--- src/rtl/alu_unit_if.sv ---
// +----------------------------------------------------------------------------+
// | Module : alu_unit_if                                                        |
// | Brief  : Operand/decode bundle feeding alu_unit and its registered result.  |
// | Rev    : 1.0  initial release                                               |
// +----------------------------------------------------------------------------+
`default_nettype none

interface alu_unit_if;
    logic        op;
    logic        op_imm;
    logic [2:0]  funct3;
    logic [6:0]  funct7;
    logic [31:0] a;
    logic [31:0] b;
    logic [31:0] t;

    modport master (
        output op, op_imm, funct3, funct7, a, b,
        input  t
    );

    modport slave (
        input  op, op_imm, funct3, funct7, a, b,
        output t
    );
endinterface

`default_nettype wire

--- src/rtl/alu_unit.sv ---
// +----------------------------------------------------------------------------+
// | Module : alu_unit                                                           |
// | Brief  : Registered RV32I integer ALU, one-cycle latency, fixed 32 bits.    |
// | Rev    : 1.0  initial release                                               |
// +----------------------------------------------------------------------------+
`default_nettype none

module alu_unit (
    input  wire         clk,
    input  wire         rst,
    alu_unit_if.slave   bus
);

    localparam logic [2:0] c_f3_add  = 3'b000;
    localparam logic [2:0] c_f3_sl   = 3'b001;
    localparam logic [2:0] c_f3_slt  = 3'b010;
    localparam logic [2:0] c_f3_sltu = 3'b011;
    localparam logic [2:0] c_f3_xor  = 3'b100;
    localparam logic [2:0] c_f3_sr   = 3'b101;
    localparam logic [2:0] c_f3_or   = 3'b110;
    localparam logic [2:0] c_f3_and  = 3'b111;

    logic        w_decode_en;
    logic        w_sub;
    logic        w_sra;
    logic [4:0]  w_shamt;
    logic [31:0] w_sum;
    logic [31:0] w_diff;
    logic [31:0] w_srl;
    logic [31:0] w_sra_res;
    logic        w_lt_s;
    logic        w_lt_u;
    logic [31:0] w_result;
    logic [31:0] r_t;

    // Remaining funct7 bits carry immediate/opcode info we deliberately ignore.
    wire w_unused = &{1'b0, bus.funct7[6], bus.funct7[4:0]};

    // R-type wins over OP-IMM; with neither set the ALU acts as an address adder.
    assign w_decode_en = bus.op | bus.op_imm;
    assign w_sub       = bus.op & bus.funct7[5];
    assign w_sra       = w_decode_en & bus.funct7[5];
    assign w_shamt     = bus.b[4:0];

    assign w_sum     = bus.a + bus.b;
    assign w_diff    = bus.a - bus.b;
    assign w_srl     = bus.a >> w_shamt;
    assign w_sra_res = $unsigned($signed(bus.a) >>> w_shamt);
    assign w_lt_s    = $signed(bus.a) < $signed(bus.b);
    assign w_lt_u    = bus.a < bus.b;

    always_comb begin
        w_result = w_sum;
        if (w_decode_en) begin
            case (bus.funct3)
                c_f3_add:  w_result = w_sub ? w_diff : w_sum;
                c_f3_sl:   w_result = bus.a << w_shamt;
                c_f3_slt:  w_result = {31'd0, w_lt_s};
                c_f3_sltu: w_result = {31'd0, w_lt_u};
                c_f3_xor:  w_result = bus.a ^ bus.b;
                c_f3_sr:   w_result = w_sra ? w_sra_res : w_srl;
                c_f3_or:   w_result = bus.a | bus.b;
                c_f3_and:  w_result = bus.a & bus.b;
                default:   w_result = w_sum;
            endcase
        end
    end

    always_ff @(posedge clk or posedge rst) begin
        if (rst) begin
            r_t <= 32'd0;
        end else begin
            r_t <= w_result;
        end
    end

    assign bus.t = r_t;

endmodule

`default_nettype wire

--- src/flat_wrapper.sv ---
// flat-port wrapper written by rule: the top's interface ports become plain ports
module alu_unit_flat 
  (clk, rst, bus_op, bus_op_imm, bus_funct3, bus_funct7, bus_a, bus_b, bus_t);
  alu_unit_if bus_i ();
  input  wire clk;
  input  wire rst;
  input wire logic [$bits(bus_i.op)-1:0] bus_op;
  input wire logic [$bits(bus_i.op_imm)-1:0] bus_op_imm;
  input wire logic [$bits(bus_i.funct3)-1:0] bus_funct3;
  input wire logic [$bits(bus_i.funct7)-1:0] bus_funct7;
  input wire logic [$bits(bus_i.a)-1:0] bus_a;
  input wire logic [$bits(bus_i.b)-1:0] bus_b;
  output wire logic [$bits(bus_i.t)-1:0] bus_t;
  assign bus_i.op = bus_op;
  assign bus_i.op_imm = bus_op_imm;
  assign bus_i.funct3 = bus_funct3;
  assign bus_i.funct7 = bus_funct7;
  assign bus_i.a = bus_a;
  assign bus_i.b = bus_b;
  assign bus_t = bus_i.t;
  alu_unit u_core (.clk(clk), .rst(rst), .bus(bus_i));
endmodule
--- config.mk ---
export PLATFORM = sky130hd
export DESIGN_NAME = alu_unit_flat
export DESIGN_NICKNAME = d
export VERILOG_FILES = /design/src/rtl/alu_unit_if.sv /design/src/rtl/alu_unit.sv /design/src/flat_wrapper.sv
export SDC_FILE = /design/constraint.sdc
export NUM_CORES = 1
export LEC_CHECK = 0
export CAP_MARGIN = 5
export CORE_AREA = 2 2 125 152
export DETAILED_ROUTE_END_ITERATION = 10
export DIE_AREA = 0 0 127 154
export PLACE_DENSITY = 0.79
export SLEW_MARGIN = 0
export SYNTH_ARGS = -nofsm -noshare
export SYNTH_HDL_FRONTEND = slang
export SYNTH_SLANG_ARGS = --single-unit
--- constraint.sdc ---
create_clock -name clk -period 1.21 [get_ports clk]
set_input_delay 0.1815 -clock clk [delete_from_list [all_inputs] [get_ports clk]]
set_output_delay 0.1815 -clock clk [all_outputs]
set_load 0.005 [all_outputs]
==> results of run 1 <==
per-layer routing:
| layer | overflow | global-route usage [%] |
|---|---|---|
| met5 | 0 | 12.0 |
| met4 | 4 | 68.0 |
| met3 | 0 | 46.7 |
| met2 | 1 | 91.2 |
| met1 | 0 | 70.1 |
cells in the mapped netlist, types with 21 or more instances:
library cell,count
mux4_2,26
a21oi_1,137
nor3_1,23
nand2_1,136
o21ai_0,115
a211oi_1,28
a31oi_1,21
mux2i_1,56
clkbuf_1,65
inv_1,94
ha_1,97
mux2_2,46
nor2_1,139
dfrtp_1,32
through the flow:
| stage | cell area, µm² | utilization (%) | hold WS (ns) | TNS (ns) | setup WS (ns) |
|---|---|---|---|---|---|
| 2_1_floorplan | 10300 | - | 0.298 | -35.91 | -1.48 |
| 3_3_place_gp | 14700 | 81.8 | 0.543 | -57.02 | -2.14 |
| 3_5_place_dp | 14700 | 81.8 | 0.554 | -58.58 | -2.16 |
| 4_1_cts | 16600 | 92.2 | 0.256 | -33.56 | -1.32 |
repair_timing:
item	in CTS
setup buffers	74
endpoints found under the hold margin	0
endpoints found under the setup margin	64
gates resized for setup	514
gates cloned	3
pin swaps	131
kinds of logic after synthesis:
logic type	after synthesis	synth area share, %
buffers and inverters	206	8.74
DFF	32	8.17
and+or+nand+nor	396	18.3
xor gates and xnor gates	19	1.70
AOI/OAI and AO/OA	494	33.3
adders and majority gates	99	12.8
muxes	128	17.0
==> summary.md, run 1 <==
| Metric | Value |
|---|---|
| Syn_area_per_cell | 7.14 µm² |
| I/O Buffers | 103 |
| Clock Root Buffer | clkbuf_16 |
| Post-Place Cells | 2088 |
| Total clock sinks | 32 |
| Share of the synthesized area in the top cell type | 12.4% |
| Post-synth EDFFs | 0 |
| Largest net degree at the start of global routing | 52 |
| Yosys reg bits | 32 |
| Mapped Cells | 1374 |
| Cell Area, Synth | 9800 µm² |
| Async S/R FF share, synth | 100% |
| Synth Flop Type | dfrtp_1 |
| Die Y | 154 µm |
| Row count | 54 |
| Total Routing Usage GR | 69.3% |
| Syn nets | 1551 |
| Sequential area share after synthesis | 8.17% |
| Hpwl dp | 38900 µm |
| Cell variety after synth | 89 |
| Vias in the first global route | 17758 |
| Clk buf depth | 2 |
| First-pass GRT wire length | 105000 µm |
| Final GP Congestion | 1.19 |
| Synth area leaders | ha_1 12%, dfrtp_1 8.2%, a21oi_1 7.0%, mux4_2 6.0%, o21ai_0 5.9% |
| Initial Util | 54.6% |
| Die Wd | 127 µm |
| Status | stopped before the end |
| H-tree lvl count | 2 |
| Syn. warnings | 0 |
| Num CTS Buffers | 5 |
| GR Overflow Total | 5 |
| # IOs | 110 |
| # hold bufs at CTS | 0 |
| Yosys top cell by area | ha_1 |
| Err | [ERROR GRT-0116] Global routing finished with congestion. Check the congestion regions in the DRC Viewer. |
| Last stage | 5_1_grt |
==> inputs of run 2 (changes only) <==
Settings changed: CORE_AREA 2 2 125 152 to 2 2 160 162, DIE_AREA 0 0 127 154 to 0 0 162 164, PLACE_DENSITY 0.79 to default, PLACE_DENSITY_LB_ADDON from default to 0.15.
==> summary.md, run 2 <==
| Metric | Value |
|---|---|
| Crit path capture type | flip-flop |
| Vias post-DR | 14572 |
| Num CTS Buffers | 5 |
| Share of the synthesized area in the top cell type | 12.4% |
| Final setup margin | -1.48 ns |
| Worst Path Arrival | 2.86 ns |
| Post-route DRC violation count | 0 |
| Max-slew violation count | 0 |
| Die area | 26600 µm² |
| Largest net degree at the start of global routing | 79 |
| Max cap viols | 0 |
| Multi-input logic area | 9900 µm² |
| First-pass GRT wire length | 83300 µm |
| Async S/R FF share, synth | 100% |
| Hpwl dp | 42200 µm |
| Max VDD drop | 0.608 mV |
| Pleak | 8.24 nW |
| Mux share of post-synthesis cell area | 17.0% |
| WS Path Type | input pin to flip-flop |
| PwrDens | 666 nW/µm² |
| Max FO, Critical Path | 3 |
| DR pass1 iterations | 6 |
| Post-synth EDFFs | 0 |
| Fin crit share | 222% |
| H-tree lvl count | 2 |
| Synth Flop Type | dfrtp_1 |
| Vias per inst | 6.24 |
| Final core area utilization | 73.1% |
| Count of final hold-check violations | 0 |
| Final min period | 2.69 ns |
| Clk buf depth | 2 |
| P&R area growth vs syn | 85.1% |
| Simple-Gate Fraction of Synth Area | 18.3% |
| Main combinational cell family by area after synthesis | compound AO/OA/AOI/OAI gates |
| Worst-Margin Slew | 1.01 ns |
| CTS tree | built |
| Synth Area in Compound Gates | 33.3% |
| Yosys top cell by area | ha_1 |
| Status | complete, but fails checks |
| Sequential area share after synthesis | 8.17% |
| GR Overflow Total | 0 |
| FMAX | 372 MHz |
| Total Routing Usage GR | 41.4% |
| HP Class | input pin to asynchronous set/reset pin |
| Total clock sinks | 32 |
| # IOs | 110 |
| Final hold slack | 0.248 ns |
| Layout cell share with drive strength beyond 1 | 51.5% |
| Clock Root Buffer | clkbuf_16 |
| Cell Area, Synth | 9800 µm² |
| Most frequent cells in the layout | 529 x buf_4, 125 x nand2_1, 119 x nor2_1 |
| Final WL | 58400 µm |
| Worst Setup Start Kind | input pin |
| Post-synthesis adder-cell area fraction | 12.8% |
| Initial drt markers | 1844 |
| Initial antenna violation count | 1 |
| Data required time at the worst endpoint | 1.38 ns |
| Endpoints failing setup | 32 |
| # hold bufs at CTS | 0 |
| Cell variety after synth | 89 |
| Top-count cell post-synth | nor2_1 |
| Final GP Congestion | 1.04 |
| Wire per inst | 25.0 µm |
| XOR/XNOR Fraction of Synth Area | 1.70% |
| Syn nets | 1551 |
| Mapped Cells | 1374 |
| Syn_area_per_cell | 7.14 µm² |
| CTS clk-pin slew, worst paths | 0.07 ns |
| Max FFs per register | 32 |
| Die Wd | 162 µm |
| Die Y | 164 µm |
| Most common cell after layout, fill and taps aside | buf_4 |
| Synth area leaders | ha_1 12%, dfrtp_1 8.2%, a21oi_1 7.0%, mux4_2 6.0%, o21ai_0 5.9% |
| Violated checks | negative setup slack |
| I/O Buffers | 103 |
| Initial Util | 39.5% |
| Nets | 2183 |
| Most instantiated cells after synthesis | 139 x nor2_1, 137 x a21oi_1, 136 x nand2_1, 115 x o21ai_0, 97 x ha_1 |
| Register area | 801 µm² |
| CORE AREA | 24800 µm² |
| Slew HR | 32.5% |
| Syn. warnings | 0 |
| RSZ-0062 raised after global routing | true |
| Row count | 58 |
| Ant. Diodes | 0 |
| Filler Cells Inserted | 1930 |
| Post-DRT Antenna Nets | 0 |
| Vias in the first global route | 13652 |
| Yosys reg bits | 32 |
-- run 2: cell counts after synthesis --
No cell type changed its count.
-- run 2: report_power, final --
| part | internal (mW) | switching (mW) | leakage [nW] |
|---|---|---|---|
| registers | 1.25 | 0.0511 | 0.390 |
| logic | 4.57 | 4.77 | 7.77 |
| clock network | 0.867 | 0.578 | 0.0760 |
| total | 6.68 | 5.40 | 8.24 |
-- run 2: cell families (layout without fill, tap and decap cells) --
kind of cell / Yosys count / after routing
and+or+nand+nor: 396 / 396
xor gates and xnor gates: 19 / 19
adders and majority gates: 99 / 99
buffers and inverters: 206 / 838
DFF: 32 / 32
AOI/OAI and AO/OA: 494 / 494
muxes: 128 / 128
-- run 2: metrics by stage --
stage	cell area, µm²	setup slack, ns	power (mW)	instances	setup TNS [ns]
2_1_floorplan	10300	-1.48	4.85	1374	-35.91
3_3_place_gp	15000	-2.30	8.62	2211	-61.91
3_5_place_dp	15000	-2.36	8.63	2211	-62.60
4_1_cts	17400	-1.43	11.2	2312	-36.77
5_1_grt	18200	-1.49	12.5	2336	-40.44
6_report	18200	-1.48	12.1	2336	-38.83
-- run 2: area by class of cell --
cell class	instances	share of cell area [%]
multi-input cells	1136	54.5
clock buffers	7	0.841
flip-flops and latches	32	4.41
repair buffers	732	35.4
well taps	330	2.27
inverters	99	2.52
-- run 2: per-layer routing --
metal,global-route usage [%],wire length [µm],vias up
met5,0,0,-
met4,14.7,2870,0
met3,4.92,6280,239
met2,65.4,25500,1062
met1,58.1,23800,6934
li1,-,-,6337
-- run 2: worst max-delay path: stages --
cell,delay [ns]
dlygate4sd2_1,0.30
buf_6,0.15
mux2_2,0.27
mux4_2,0.52
a222oi_1,0.39
buf_4,0.19
nor2_1,0.04
a31oi_1,0.19
a21oi_2,0.13
buf_4,0.16
nor4_1,0.22
o32ai_1,0.12
-- run 2: repair_timing --
item | 4_1_cts | 5_1_grt
endpoints found under the hold margin | 0 | 0
setup buffers | 91 | 31
setup endpoints to repair | 64 | 32
gates resized for setup | 542 | 133
pin swaps | 148 | 99
cloned | 9 | 0
-- run 2: worst max path at each step --
stage                     startpoint                to  slack, ns  cells past startpoint
after global routing       bus_a[19]  u_core.bus.t[30]      -1.49                     12
after CTS                  bus_a[14]  u_core.bus.t[30]      -1.43                     14
after detailed placement   bus_a[12]   u_core.bus.t[0]      -2.36                     15
after global placement     bus_b[12]   u_core.bus.t[0]      -2.30                     15
after floorplan             bus_b[1]  u_core.bus.t[31]      -1.48                     14
final                      bus_a[19]  u_core.bus.t[30]      -1.48                     12
Note: power is estimated with default switching activity, not from simulation.
==> inputs of run 3 (changes only) <==
Settings changed: ABC_CLOCK_PERIOD_IN_PS from default to 1210.
==> results of run 3 <==
No change in the layout: final DEF, timing and power equal those of run 2.
